$ cat config.mk
export PLATFORM = sky130hd
export DESIGN_NAME = ad7606_ctrl
export DESIGN_NICKNAME = d
export VERILOG_FILES = /design/src/rtl/ad7606_pkg.sv /design/src/rtl/sync2.sv /design/src/rtl/ad7606_ctrl.sv
export SDC_FILE = /design/constraint.sdc
export NUM_CORES = 1
export LEC_CHECK = 0
export CAP_MARGIN = 5
export CORE_ASPECT_RATIO = 0.7
export CORE_MARGIN = 5
export CORE_UTILIZATION = 35
export CTS_BUF_LIST = sky130_fd_sc_hd__clkbuf_16
export CTS_CLUSTER_DIAMETER = 150
export DETAILED_ROUTE_END_ITERATION = 16
export GPL_TIMING_DRIVEN = 1
export PLACE_DENSITY = 0.65
export REMOVE_ABC_BUFFERS = 1
export SLEW_MARGIN = 30
export SYNTH_ARGS = -nofsm -noshare
export SYNTH_HDL_FRONTEND = slang
export SYNTH_HIERARCHICAL = 1
export SYNTH_SLANG_ARGS = --single-unit
$ cat constraint.sdc
create_clock -name clk_i -period 1.85 [get_ports clk_i]
set_input_delay 0.2775 -clock clk_i [delete_from_list [all_inputs] [get_ports clk_i]]
set_output_delay 0.2775 -clock clk_i [all_outputs]
set_load 0.02 [all_outputs]
$ cat src/rtl/ad7606_pkg.sv
// Shared definitions for the AD7606 parallel-interface controller:
// state encoding, channel count, oversampling codes and error bit indices.
package ad7606_pkg;

    localparam int unsigned AD7606_NUM_CH = 8;

    // FSM state encoding
    typedef logic [2:0] state_t;
    localparam state_t ST_IDLE    = 3'd0;
    localparam state_t ST_CONVST  = 3'd1;
    localparam state_t ST_WAIT_HI = 3'd2;
    localparam state_t ST_WAIT_LO = 3'd3;
    localparam state_t ST_RD_LO   = 3'd4;
    localparam state_t ST_RD_HI   = 3'd5;
    localparam state_t ST_DONE    = 3'd6;

    // Oversampling codes driven on the OS[2:0] pins
    localparam logic [2:0] OS_NONE    = 3'd0;
    localparam logic [2:0] OS_X2      = 3'd1;
    localparam logic [2:0] OS_X4      = 3'd2;
    localparam logic [2:0] OS_X8      = 3'd3;
    localparam logic [2:0] OS_X16     = 3'd4;
    localparam logic [2:0] OS_X32     = 3'd5;
    localparam logic [2:0] OS_X64     = 3'd6;
    localparam logic [2:0] OS_INVALID = 3'd7;

    // err_o bit positions
    localparam int unsigned ERR_BUSY_TO  = 0;
    localparam int unsigned ERR_FRSTDATA = 1;
    localparam int unsigned ERR_OS       = 2;

    localparam logic [2:0] CH_LAST = 3'(AD7606_NUM_CH - 1);

    // True for codes the ADC accepts (0..6)
    function automatic logic os_valid(input logic [2:0] os);
        return os != OS_INVALID;
    endfunction

endpackage

$ cat src/rtl/sync2.sv
// Two-flop synchronizer for the asynchronous ADC BUSY line.
module sync2 (
    input  logic clk_i,
    input  logic reset_i,
    input  logic d_i,
    output logic q_o
);

    logic meta_q;
    logic sync_q;

    // Two back-to-back flops; first stage may go metastable
    always_ff @(posedge clk_i or posedge reset_i) begin
        if (reset_i) begin
            meta_q <= 1'b0;
            sync_q <= 1'b0;
        end else begin
            meta_q <= d_i;
            sync_q <= meta_q;
        end
    end

    assign q_o = sync_q;

endmodule

$ cat src/rtl/ad7606_ctrl.sv
// AD7606 master controller: one conversion and an 8-channel read per start.
// Build option: AD7606_FRSTDATA_CHECK_EN enables FRSTDATA framing checks.
module ad7606_ctrl
    import ad7606_pkg::*;
#(
    parameter int unsigned T_CONVST    = 3,
    parameter int unsigned T_RD_LO     = 4,
    parameter int unsigned T_RD_HI     = 2,
    parameter int unsigned T_BUSY_RISE = 16,
    parameter int unsigned T_BUSY_MAX  = 40000
) (
    input  logic        clk_i,
    input  logic        reset_i,
    input  logic        start_i,
    input  logic [2:0]  os_i,
    output logic        ready_o,
    output logic [15:0] sample_o,
    output logic [2:0]  chan_o,
    output logic        sample_valid_o,
    output logic        frame_done_o,
    output logic [2:0]  err_o,
    output logic [2:0]  os_o,
    output logic        convst_o,
    output logic        cs_o,
    output logic        rd_o,
    input  logic        busy_i,
    input  logic        frstdata_i,
    input  logic [15:0] db_i
);

    localparam logic [15:0] CONVST_LAST = 16'(T_CONVST - 1);
    localparam logic [15:0] RISE_LAST   = 16'(T_BUSY_RISE - 1);
    localparam logic [15:0] BUSY_LIMIT  = 16'(T_BUSY_MAX);
    localparam logic [15:0] RD_LO_LAST  = 16'(T_RD_LO - 1);
    localparam logic [15:0] RD_HI_LAST  = 16'(T_RD_HI - 1);

    state_t      state_q, state_d;
    logic [15:0] cnt_q, cnt_d;
    logic [2:0]  ch_q, ch_d;
    logic        convst_q, convst_d;
    logic        cs_q, cs_d;
    logic        rd_q, rd_d;
    logic [2:0]  os_q, os_d;
    logic [15:0] sample_q, sample_d;
    logic [2:0]  chan_q, chan_d;
    logic        valid_q, valid_d;
    logic        done_q, done_d;
    logic [2:0]  err_q, err_d;
    logic        busy_s;
    logic        frst_bad;

    sync2 u_busy_sync (
        .clk_i   (clk_i),
        .reset_i (reset_i),
        .d_i     (busy_i),
        .q_o     (busy_s)
    );

`ifdef AD7606_FRSTDATA_CHECK_EN
    // FRSTDATA must be high only on the channel 0 read
    always_comb begin
        frst_bad = (ch_q == 3'd0) ? !frstdata_i : frstdata_i;
    end
`else
    logic unused_frstdata;
    assign unused_frstdata = frstdata_i;

    // Framing check disabled: FRSTDATA is never considered wrong
    always_comb begin
        frst_bad = 1'b0;
    end
`endif

    // Next-state and output logic for the conversion/read sequence
    always_comb begin
        state_d  = state_q;
        cnt_d    = (cnt_q == 16'hFFFF) ? cnt_q : cnt_q + 16'd1;
        ch_d     = ch_q;
        convst_d = convst_q;
        cs_d     = cs_q;
        rd_d     = rd_q;
        os_d     = os_q;
        sample_d = sample_q;
        chan_d   = chan_q;
        valid_d  = 1'b0;
        done_d   = 1'b0;
        err_d    = err_q;

        unique case (state_q)
            ST_IDLE: begin
                cnt_d = '0;
                if (start_i) begin
                    if (os_valid(os_i)) begin
                        err_d    = '0;
                        os_d     = os_i;
                        convst_d = 1'b1;
                        state_d  = ST_CONVST;
                    end else begin
                        err_d[ERR_OS] = 1'b1;
                    end
                end
            end
            ST_CONVST: begin
                // Counter keeps running so the BUSY-rise timeout is
                // measured from the CONVST rising edge.
                if (cnt_q == CONVST_LAST) begin
                    convst_d = 1'b0;
                    state_d  = ST_WAIT_HI;
                end
            end
            ST_WAIT_HI: begin
                if (busy_s) begin
                    cnt_d   = '0;
                    state_d = ST_WAIT_LO;
                end else if (cnt_q >= RISE_LAST) begin
                    err_d[ERR_BUSY_TO] = 1'b1;
                    state_d            = ST_IDLE;
                end
            end
            ST_WAIT_LO: begin
                if (!busy_s) begin
                    cnt_d   = '0;
                    ch_d    = '0;
                    cs_d    = 1'b0;
                    rd_d    = 1'b0;
                    state_d = ST_RD_LO;
                end else if (cnt_q >= BUSY_LIMIT) begin
                    err_d[ERR_BUSY_TO] = 1'b1;
                    state_d            = ST_IDLE;
                end
            end
            ST_RD_LO: begin
                if (cnt_q == RD_LO_LAST) begin
                    cnt_d = '0;
                    rd_d  = 1'b1;
                    if (frst_bad) begin
                        err_d[ERR_FRSTDATA] = 1'b1;
                        cs_d                = 1'b1;
                        state_d             = ST_IDLE;
                    end else begin
                        sample_d = db_i;
                        chan_d   = ch_q;
                        valid_d  = 1'b1;
                        state_d  = ST_RD_HI;
                    end
                end
            end
            ST_RD_HI: begin
                if (cnt_q == RD_HI_LAST) begin
                    cnt_d = '0;
                    if (ch_q == CH_LAST) begin
                        cs_d    = 1'b1;
                        done_d  = 1'b1;
                        state_d = ST_DONE;
                    end else begin
                        ch_d    = ch_q + 3'd1;
                        rd_d    = 1'b0;
                        state_d = ST_RD_LO;
                    end
                end
            end
            ST_DONE: begin
                state_d = ST_IDLE;
            end
            default: begin
                state_d  = ST_IDLE;
                convst_d = 1'b0;
                cs_d     = 1'b1;
                rd_d     = 1'b1;
            end
        endcase
    end

    // State and output registers; reset releases all ADC strobes at once
    always_ff @(posedge clk_i or posedge reset_i) begin
        if (reset_i) begin
            state_q  <= ST_IDLE;
            cnt_q    <= '0;
            ch_q     <= '0;
            convst_q <= 1'b0;
            cs_q     <= 1'b1;
            rd_q     <= 1'b1;
            os_q     <= '0;
            sample_q <= '0;
            chan_q   <= '0;
            valid_q  <= 1'b0;
            done_q   <= 1'b0;
            err_q    <= '0;
        end else begin
            state_q  <= state_d;
            cnt_q    <= cnt_d;
            ch_q     <= ch_d;
            convst_q <= convst_d;
            cs_q     <= cs_d;
            rd_q     <= rd_d;
            os_q     <= os_d;
            sample_q <= sample_d;
            chan_q   <= chan_d;
            valid_q  <= valid_d;
            done_q   <= done_d;
            err_q    <= err_d;
        end
    end

    assign ready_o        = (state_q == ST_IDLE);
    assign sample_o       = sample_q;
    assign chan_o         = chan_q;
    assign sample_valid_o = valid_q;
    assign frame_done_o   = done_q;
    assign err_o          = err_q;
    assign os_o           = os_q;
    assign convst_o       = convst_q;
    assign cs_o           = cs_q;
    assign rd_o           = rd_q;

endmodule

==> results of run 1 <==
## final timing paths
path                                      end               start  slack [ns]
hold / removal             u_busy_sync/meta_q             reset_i        0.18
max in group asynchronous                rd_o             reset_i        0.97
hold reg to reg               u_busy_sync/q_o  u_busy_sync/meta_q        0.35
setup reg to reg                   state_q[0]            cnt_q[4]       -0.06
min in group clk_i            u_busy_sync/q_o  u_busy_sync/meta_q        0.35
setup / recovery                   state_q[0]            cnt_q[4]       -0.06
## Yosys cell counts, types with 2 or more instances
cell type / n / area [sq um]
and4_1: 2 / 17.5
clkbuf_1: 4 / 15.0
nand2_1: 17 / 63.8
a211oi_1: 2 / 15.0
nor3b_1: 2 / 15.0
a31oi_1: 3 / 18.8
o21a_1: 2 / 15.0
nand4_1: 6 / 37.5
nor2_1: 24 / 90.1
a22o_1: 2 / 17.5
inv_1: 5 / 18.8
nand2b_1: 6 / 37.5
mux2_2: 11 / 124
nor3_1: 11 / 55.1
buf_2: 2 / 10.0
o21ai_0: 7 / 35.0
nand3_1: 14 / 70.1
dfstp_2: 2 / 52.6
nor4_1: 3 / 18.8
buf_6: 2 / 22.5
o22a_1: 3 / 26.3
ha_1: 6 / 75.1
buf_4: 3 / 22.5
dfrtp_1: 51 / 1280
and3_1: 9 / 56.3
nor2b_1: 5 / 31.3
and2_1: 2 / 12.5
o211ai_1: 2 / 15.0
a21oi_1: 14 / 70.1
mux2_4: 10 / 150
xnor2_1: 8 / 70.1
## where the power goes
part / total, W / leakage, nW / switching [W] / internal (W)
Combinational: 0.00238 / 0.997 / 0.00114 / 0.00125
Sequential: 0.00171 / 0.671 / 0.000215 / 0.00150
Clock: 0.000938 / 0.0702 / 0.000433 / 0.000505
## logic make-up after synthesis
group / count (synthesis) / synth area share
AO/OA/AOI/OAI: 41 / 0.0992
flip-flops: 53 / 0.485
buffers and inverters: 17 / 0.0343
multiplexers: 23 / 0.108
other: 1 / 0.00137
adder cells (fa/ha/maj): 6 / 0.0274
XOR/XNOR: 9 / 0.0288
AND/OR/NAND/NOR: 108 / 0.216
## sequential cells by signal, indices dropped and copies added, names as in the netlist
signal              count
convst_o                1
u_busy_sync/q_o         1
frame_done_o            1
chan_o                  3
os_o                    3
state_q                 3
sample_o               16
err_o                   2
rd_o                    1
sample_valid_o          1
ch_q                    3
u_busy_sync/meta_q      1
cs_o                    1
cnt_q                  16
## critical path: cells and delay by family, from the launching register on
family | cells | cell delay [ns]
AND/OR/NAND/NOR | 3 | 0.54
flip-flops | 1 | 0.43
multiplexers | 1 | 0.30
buffers and inverters | 1 | 0.17
AO/OA/AOI/OAI | 1 | 0.37
## through the flow
| step | cells | hold WS [ns] | area [sq um] | total power, W |
|---|---|---|---|---|
| floorplan | 246 | 0.0187 | 2660 | 0.00293 |
| global placement | 442 | 0.333 | 3680 | 0.00402 |
| detailed placement | 442 | 0.336 | 3680 | 0.00407 |
| CTS | 450 | 0.181 | 3840 | 0.00502 |
| global route | 452 | 0.208 | 3920 | 0.00534 |
| finish | 452 | 0.181 | 3920 | 0.00503 |
## final cells by class
type	count	area share
multi-input combinational	188	0.354
sequential	53	0.339
timing repair buffer	97	0.233
tap	101	0.0323
clock buffer	5	0.0319
clock inverter	3	0.00543
inverter	5	0.00479
## what timing repair did
| action | 4_1_cts | 5_1_grt |
|---|---|---|
| setup endpoints to repair | 41 | 40 |
| pin swaps | 0 | 6 |
| setup buffers | 0 | 2 |
| resized for setup | 4 | 11 |
## layer usage
layer	vias to the layer above	global-route usage	wire [microns]
met2	46	0.194	2820
met3	5	0.0275	317
met5	-	0	0
met4	0	0.0316	55
li1	1106	-	-
met1	1078	0.203	3370
==> reports/results.txt, run 1 <==
Status = finished with violations
Failing checks = setup timing
Slew Limit Fails = 0
Port Buffers = 52
CP peak stage delay = 0.43 ns
Ant. Diodes = 0
Core area = 7740 sq um
Most frequent cells in the layout = 51 x dfrtp_1, 51 x clkdlybuf4s50_1, 40 x buf_4
Clock Tree Buf Depth = 2
DIE HEIGHT = 84.0 microns
Iter 0 DRT Violations = 145
Starting density of the core = 0.354
Most common flop cell mapped by yosys = dfrtp_1
RSZ-0062 raised after global routing = true
Number of synthesized register bits = 53
Root buf cell = clkbuf_16
IO Pins = 55
Gr usage total = 0.134
Number of distinct library cells after synthesis = 49
Sequential Area = 1330 sq um
Number of flops mapped to enable cells by yosys = 0
Die X = 116 microns
Core Rows = 27
Post-synthesis sequential area ratio = 0.485
Minimum clock period = 1.91 ns
Asr flop ratio synth = 1.00
Fin Setup TNS = -0.0876 ns
Pwr Density = 1290 nW/um^2
Clk_lat worst skew = 0.29 ns
Detailed placer's ending HPWL = 4.89 mm
Antenna violations before repair = 0
Final period utilization = 1.03
Post-route ant nets = 0
Hold Fails Final Rpt = 0
Area growth, synth to finish = 43.1%
Via/cell ratio = 4.94
Share of cells above drive strength 1 = 0.265
CP startpoint kind = flip-flop
Fmax achieved = 523 MHz
Fillers = 715
Place WS = -0.129 ns
Clock buffer count from CTS = 5
Worst hold path class = in2async
Vias = 2235
CP required = 2.03 ns
Die area = 9720 sq um
CP endpoint kind = flip-flop
Final Skew = 0.00637 ns
Synth Area per Inst = 10.6 sq um
WL per Instance = 14.5 microns
Clk slew on worst S/H paths = 0.07 ns
Largest net degree at the start of global routing = 21
CTS sink count = 53
First-pass GRT wire length = 10.6 mm
Count of nets after finishing = 380
Max_cap viols = 0
Vias in the first global route = 2213
Crit path kind = reg2reg
Congestion Overflow GR = 0
Hold buffer count at cts = 0
Setup violations, final = 7
Critical path peak fanout = 3
Maximum vdd ir drop = 709 uV
H-tree depth = 2
Drt pass-1 iters = 4
Cells after Synth = 258
Final Wtd Congestion = 0.858
DR DRC count = 0
Lkg Pwr = 1.74 nW
Multi-input logic area = 1390 sq um
Slowest CP cell = dfrtp_1
Final wirelength = 6.57 mm
Synth Warn # = 6
Reg2reg path depth = 6
PnR worst setup slack = -0.0617 ns
CP cell instances = nor4_4 > buf_4 > nand3_4 > o41ai_4 > nand2_1 > mux2_4
Mapped Area = 2740 sq um
Fin util = 0.506
CTS tree = yes
Arr. time, crit path = 2.09 ns
Note: power is estimated with default switching activity, not from simulation.
==> run 2, diff against run 1 <==
- CORE_UTILIZATION: 35 -> 46
- HOLD_SLACK_MARGIN: unset -> 0.15
- PLACE_DENSITY: 0.65 -> 0.8
==> reports/results.txt, run 2 (synthesized netlist as in run 1, its figures left out) <==
Status = finished with violations (unchanged)
Failing checks = setup timing (unchanged)
Fin Setup TNS = -0.312 ns (was -0.0876 ns)
RSZ-0062 raised after global routing = true (unchanged)
GR Util met3 = 0.0478 (was 0.0275)
Grt met2 use = 0.301 (was 0.194)
Fmax achieved = 506 MHz (was 523 MHz)
WL per Instance = 17.1 microns (was 14.5 microns)
Clock buffer count from CTS = 5 (unchanged)
Ant. Diodes = 0 (unchanged)
CP startpoint kind = flip-flop (unchanged)
Detailed placer's ending HPWL = 5.09 mm (was 4.89 mm)
Critical path peak fanout = 2 (was 3)
Hold Fails Final Rpt = 0 (unchanged)
CP cell instances = ha_2 > and3_1 > or3_1 > o31a_1 > nand2_1 > mux2_4 (was nor4_4 > buf_4 > nand3_4 > o41ai_4 > nand2_1 > mux2_4)
Core area = 5760 sq um (was 7740 sq um)
Slowest CP cell = or3_1 (was dfrtp_1)
Setup slack, reg-to-reg = -0.13 ns (was -0.06 ns)
Via/cell ratio = 5.56 (was 4.94)
CTS tree = yes (unchanged)
Share of cells above drive strength 1 = 0.260 (was 0.265)
Hold buffer count at cts = 0 (unchanged)
Arr. time, crit path = 2.16 ns (was 2.09 ns)
Grt met1 use = 0.261 (was 0.203)
Minimum clock period = 1.98 ns (was 1.91 ns)
Setup violations, final = 16 (was 7)
GR peak layer = met2 (was met1)
Clk slew on worst S/H paths = 0.06 ns (was 0.07 ns)
Port Buffers = 52 (unchanged)
Place WS = -0.115 ns (was -0.129 ns)
Die area = 7620 sq um (was 9720 sq um)
IO Pins = 55 (unchanged)
Area growth, synth to finish = 41.6% (was 43.1%)
CP peak stage delay = 0.40 ns (was 0.43 ns)
Fin util = 0.674 (was 0.506)
Root buf cell = clkbuf_16 (unchanged)
Most frequent cells in the layout = 51 x dfrtp_1, 51 x clkdlybuf4s50_1, 41 x buf_4 (was 51 x dfrtp_1, 51 x clkdlybuf4s50_1, 40 x buf_4)
Cell family with most CP delay = simple AND/OR/NAND/NOR gates (unchanged)
Lkg Pwr = 1.74 nW (about the same)
DIE HEIGHT = 74.5 microns (was 84.0 microns)
PnR worst setup slack = -0.127 ns (was -0.0617 ns)
Count of nets after finishing = 379 (was 380)
Reg2reg path depth = 6 (unchanged)
Clock Tree Buf Depth = 2 (unchanged)
Congestion Overflow GR = 0 (unchanged)
Crit path kind = reg2reg (unchanged)
CTS sink count = 53 (unchanged)
Final design area excluding fillers = 3880 sq um (was 3920 sq um)
CP endpoint kind = flip-flop (unchanged)
CP required = 2.03 ns (about the same)
Drt pass-1 iters = 5 (was 4)
Fillers = 420 (was 715)
Vias in the first global route = 2373 (was 2213)
Worst hold path class = in2async (unchanged)
Slew Limit Fails = 0 (unchanged)
Final Skew = 0.00575 ns (was 0.00637 ns)
Antenna violations before repair = 0 (unchanged)
Final period utilization = 1.07 (was 1.03)
Max_cap viols = 0 (unchanged)
Starting density of the core = 0.476 (was 0.354)
Final wirelength = 7.28 mm (was 6.57 mm)
First-pass GRT wire length = 11.4 mm (was 10.6 mm)
Post-route ant nets = 0 (unchanged)
Clk_lat worst skew = 0.29 ns (about the same)
Critical Path Stages = 6 (unchanged)
Final Wtd Congestion = 0.850 (was 0.858)
Maximum vdd ir drop = 712 uV (was 709 uV)
WP buf/inv = 0 (was 1)
DR DRC count = 0 (unchanged)
Gr usage total = 0.194 (was 0.134)
Largest net degree at the start of global routing = 52 (was 21)
Core Rows = 23 (was 27)
Iter 0 DRT Violations = 298 (was 145)
Pwr Density = 1350 nW/um^2 (was 1290 nW/um^2)
H-tree depth = 2 (unchanged)
Die X = 102 microns (was 116 microns)
Vias = 2365 (was 2235)
DP Area = 3630 sq um (was 3680 sq um)
run 2: layout make-up:
class | instances | area [sq um] | area share
inverter | 5 | 18.8 | 0.00484
sequential | 53 | 1330 | 0.343
timing repair buffer | 96 | 887 | 0.229
multi-input combinational | 188 | 1380 | 0.357
tap | 75 | 93.8 | 0.0242
clock inverter | 3 | 41.3 | 0.0106
clock buffer | 5 | 125 | 0.0323
run 2: power breakdown:
group | switching [W] | internal (W) | total, W
Sequential | 0.000236 | 0.00150 | 0.00174
Combinational | 0.00120 | 0.00123 | 0.00243
Clock | 0.000433 | 0.000634 | 0.00107
run 2: repair_timing:
| action | in CTS | in global routing |
|---|---|---|
| gates cloned | 0 | 0 |
| resized for setup | 4 | 10 |
| setup buffers | 0 | 2 |
| endpoints found under the setup margin | 32 | 41 |
| pin swaps | 0 | 3 |
run 2: path summary, 6_finish.rpt:
| path | from | endpoint |
|---|---|---|
| max | cnt_q[0] | state_q[0] |
| min | reset_i | u_busy_sync/meta_q |
| max reg2reg | cnt_q[0] | state_q[0] |
| min reg2reg | u_busy_sync/meta_q | u_busy_sync/q_o |
| max in group asynchronous | reset_i | cs_o |
| min in group clk_i | u_busy_sync/meta_q | u_busy_sync/q_o |
run 2: per-layer routing:
layer | vias to the layer above | routed length [microns]
met5 | - | 0
li1 | 1099 | -
met2 | 101 | 3430
met4 | 0 | 179
met3 | 20 | 477
met1 | 1145 | 3200
run 2: per-stage QoR:
step                std cells  hold WS (ns)  total power (W)
floorplan                 246        0.0187          0.00293
global placement          415         0.331          0.00401
detailed placement        415         0.335          0.00411
CTS                       423         0.178          0.00519
global route              425         0.198          0.00547
finish                    425         0.174          0.00523
==> run 3, diff against run 2 <==
--- a/config.mk
+++ b/config.mk
@@ -12,4 +12,5 @@
 export CTS_BUF_LIST = sky130_fd_sc_hd__clkbuf_16
 export CTS_CLUSTER_DIAMETER = 150
+export CTS_CLUSTER_SIZE = 25
 export DETAILED_ROUTE_END_ITERATION = 16
 export GPL_TIMING_DRIVEN = 1
==> constraint.sdc (replaced) <==
create_clock -name clk_i -period 1.85 [get_ports clk_i]
set_input_delay 0.185 -clock clk_i [delete_from_list [all_inputs] [get_ports clk_i]]
set_output_delay 0.185 -clock clk_i [all_outputs]
set_load 0.02 [all_outputs]
==> reports/results.txt, run 3 (synthesized netlist as in run 1, its figures left out) <==
Layout Cells excl Fill = 425 (unchanged)
Congestion Overflow GR = 0 (unchanged)
DP Area = 3640 sq um (was 3630 sq um)
Vias = 2283 (was 2365)
Sw Ratio = 0.361 (was 0.357)
First-pass GRT wire length = 11.3 mm (was 11.4 mm)
Via/cell ratio = 5.37 (was 5.56)
Fin Setup TNS = -0.0810 ns (was -0.312 ns)
Final Skew = 0.00478 ns (was 0.00575 ns)
Vias in the first global route = 2322 (was 2373)
Core Rows = 23 (unchanged)
Failing checks = setup timing (unchanged)
IO Pins = 55 (unchanged)
Port Buffers = 52 (unchanged)
Slew Limit Fails = 0 (unchanged)
Worst hold path class = in2reg (was in2async)
DIE HEIGHT = 74.5 microns (unchanged)
Post-route ant nets = 0 (unchanged)
Detailed placer's ending HPWL = 5.11 mm (was 5.09 mm)
Minimum clock period = 1.92 ns (was 1.98 ns)
Drt pass-1 iters = 4 (was 5)
CP required = 2.02 ns (was 2.03 ns)
Clk_lat worst skew = 0.29 ns (about the same)
Die area = 7620 sq um (unchanged)
Logic pwr share = 0.481 (was 0.464)
Pwr Density = 1310 nW/um^2 (was 1350 nW/um^2)
Most frequent cells in the layout = 51 x dfrtp_1, 51 x clkdlybuf4s50_1, 39 x buf_4 (was 51 x dfrtp_1, 51 x clkdlybuf4s50_1, 41 x buf_4)
Count of nets after finishing = 379 (unchanged)
Lkg Pwr = 1.74 nW (about the same)
Internal power = 0.00324 W (was 0.00337 W)
RSZ-0062 raised after global routing = true (unchanged)
Reg power frac = 0.342 (was 0.332)
Crit path kind = reg2reg (unchanged)
Root buf cell = clkbuf_16 (unchanged)
Place WS = -0.0819 ns (was -0.115 ns)
NetSw = 0.00183 W (was 0.00187 W)
CP endpoint kind = flip-flop (unchanged)
Hold Fails Final Rpt = 0 (unchanged)
Iter 0 DRT Violations = 184 (was 298)
DR DRC count = 0 (unchanged)
CTS tree = yes (unchanged)
Clock Tree Buf Depth = 2 (unchanged)
Final period utilization = 1.04 (was 1.07)
H-tree depth = 2 (unchanged)
PnR worst setup slack = -0.0692 ns (was -0.127 ns)
Clock buffer count from CTS = 5 (unchanged)
Final wirelength = 7.08 mm (was 7.28 mm)
Gr usage total = 0.192 (was 0.194)
Final design area excluding fillers = 3870 sq um (was 3880 sq um)
Share of cells above drive strength 1 = 0.263 (was 0.260)
Core area = 5760 sq um (unchanged)
CTS sink count = 53 (unchanged)
Critical path peak fanout = 3 (was 2)
Ant. Diodes = 0 (unchanged)
Antenna violations before repair = 0 (unchanged)
Die X = 102 microns (unchanged)
Largest net degree at the start of global routing = 24 (was 52)
Status = finished with violations (unchanged)
Clk network pwr share = 0.177 (was 0.204)
Final Wtd Congestion = 0.935 (was 0.850)
Clk slew on worst S/H paths = 0.07 ns (was 0.06 ns)
Fmax achieved = 521 MHz (was 506 MHz)
Power Total = 0.00508 W (was 0.00523 W)
CP startpoint kind = flip-flop (unchanged)
Placed cells = 415 (unchanged)
Setup violations, final = 2 (was 16)
WL per Instance = 16.7 microns (was 17.1 microns)
Area growth, synth to finish = 41.2% (was 41.6%)
Maximum vdd ir drop = 661 uV (was 712 uV)
Max_cap viols = 0 (unchanged)
Starting density of the core = 0.476 (unchanged)
Arr. time, crit path = 2.09 ns (was 2.16 ns)
run 3: area by class of cell:
| cell class | count | area (sq um) |
|---|---|---|
| clock buffers | 5 | 125 |
| repair buffers | 96 | 902 |
| inverters | 5 | 18.8 |
| fillers | 417 | 1890 |
| well taps | 75 | 93.8 |
| flip-flops and latches | 53 | 1330 |
| clock inverters | 3 | 13.8 |
| multi-input cells | 188 | 1380 |
run 3: layer usage:
layer,GRT usage,vias up,share of wire
met5,0,-,0
met4,0.0568,0,0.013
met3,0.0366,12,0.065
met2,0.309,78,0.48
met1,0.267,1091,0.44
li1,-,1102,-
run 3: path summary, 6_finish.rpt:
kind / cells after the start / to / slack [ns] / start
min in group asynchronous: 3 / u_busy_sync/meta_q / 0.65 / reset_i
min: 1 / u_busy_sync/meta_q / 0.33 / busy_i
max: 6 / state_q[0] / -0.07 / cnt_q[8]
max reg2reg: 6 / state_q[0] / -0.07 / cnt_q[8]
min reg2reg: 0 / u_busy_sync/q_o / 0.35 / u_busy_sync/meta_q
max in group asynchronous: 4 / cnt_q[9] / 0.53 / reset_i
run 3: worst max-delay path: stages, from the launching register on:
cell and delay [ns]:
dfrtp_1 0.42, nor4_4 0.32, buf_4 0.18, nand3_4 0.08, o41ai_4 0.36, nand2_1 0.13, mux2_4 0.31
run 3: power groups by stage:
stage | clock [W] | combinational [W] | sequential [W]
after floorplan | 0 | 0.000832 | 0.00210
after global placement | 0 | 0.00230 | 0.00172
after detailed placement | 0 | 0.00237 | 0.00174
after CTS | 0.000915 | 0.00239 | 0.00173
after global routing | 0.000967 | 0.00259 | 0.00178
final | 0.000898 | 0.00244 | 0.00174
run 3: repair_timing:
item	in CTS	in global routing
buffers inserted	0	1
hold buffers	1	0
setup endpoints to repair	41	31
gates resized for setup	6	9
hold endpoints to repair	2	0
pin swaps	1	3
run 3: through the flow:
step,utilization,hold WS (ns)
3_3_place_gp,0.633,0.332
4_1_cts,0.662,0.335
6_report,0.672,0.334
2_1_floorplan,-,-0.0738
3_5_place_dp,0.633,0.336
5_1_grt,0.672,0.340
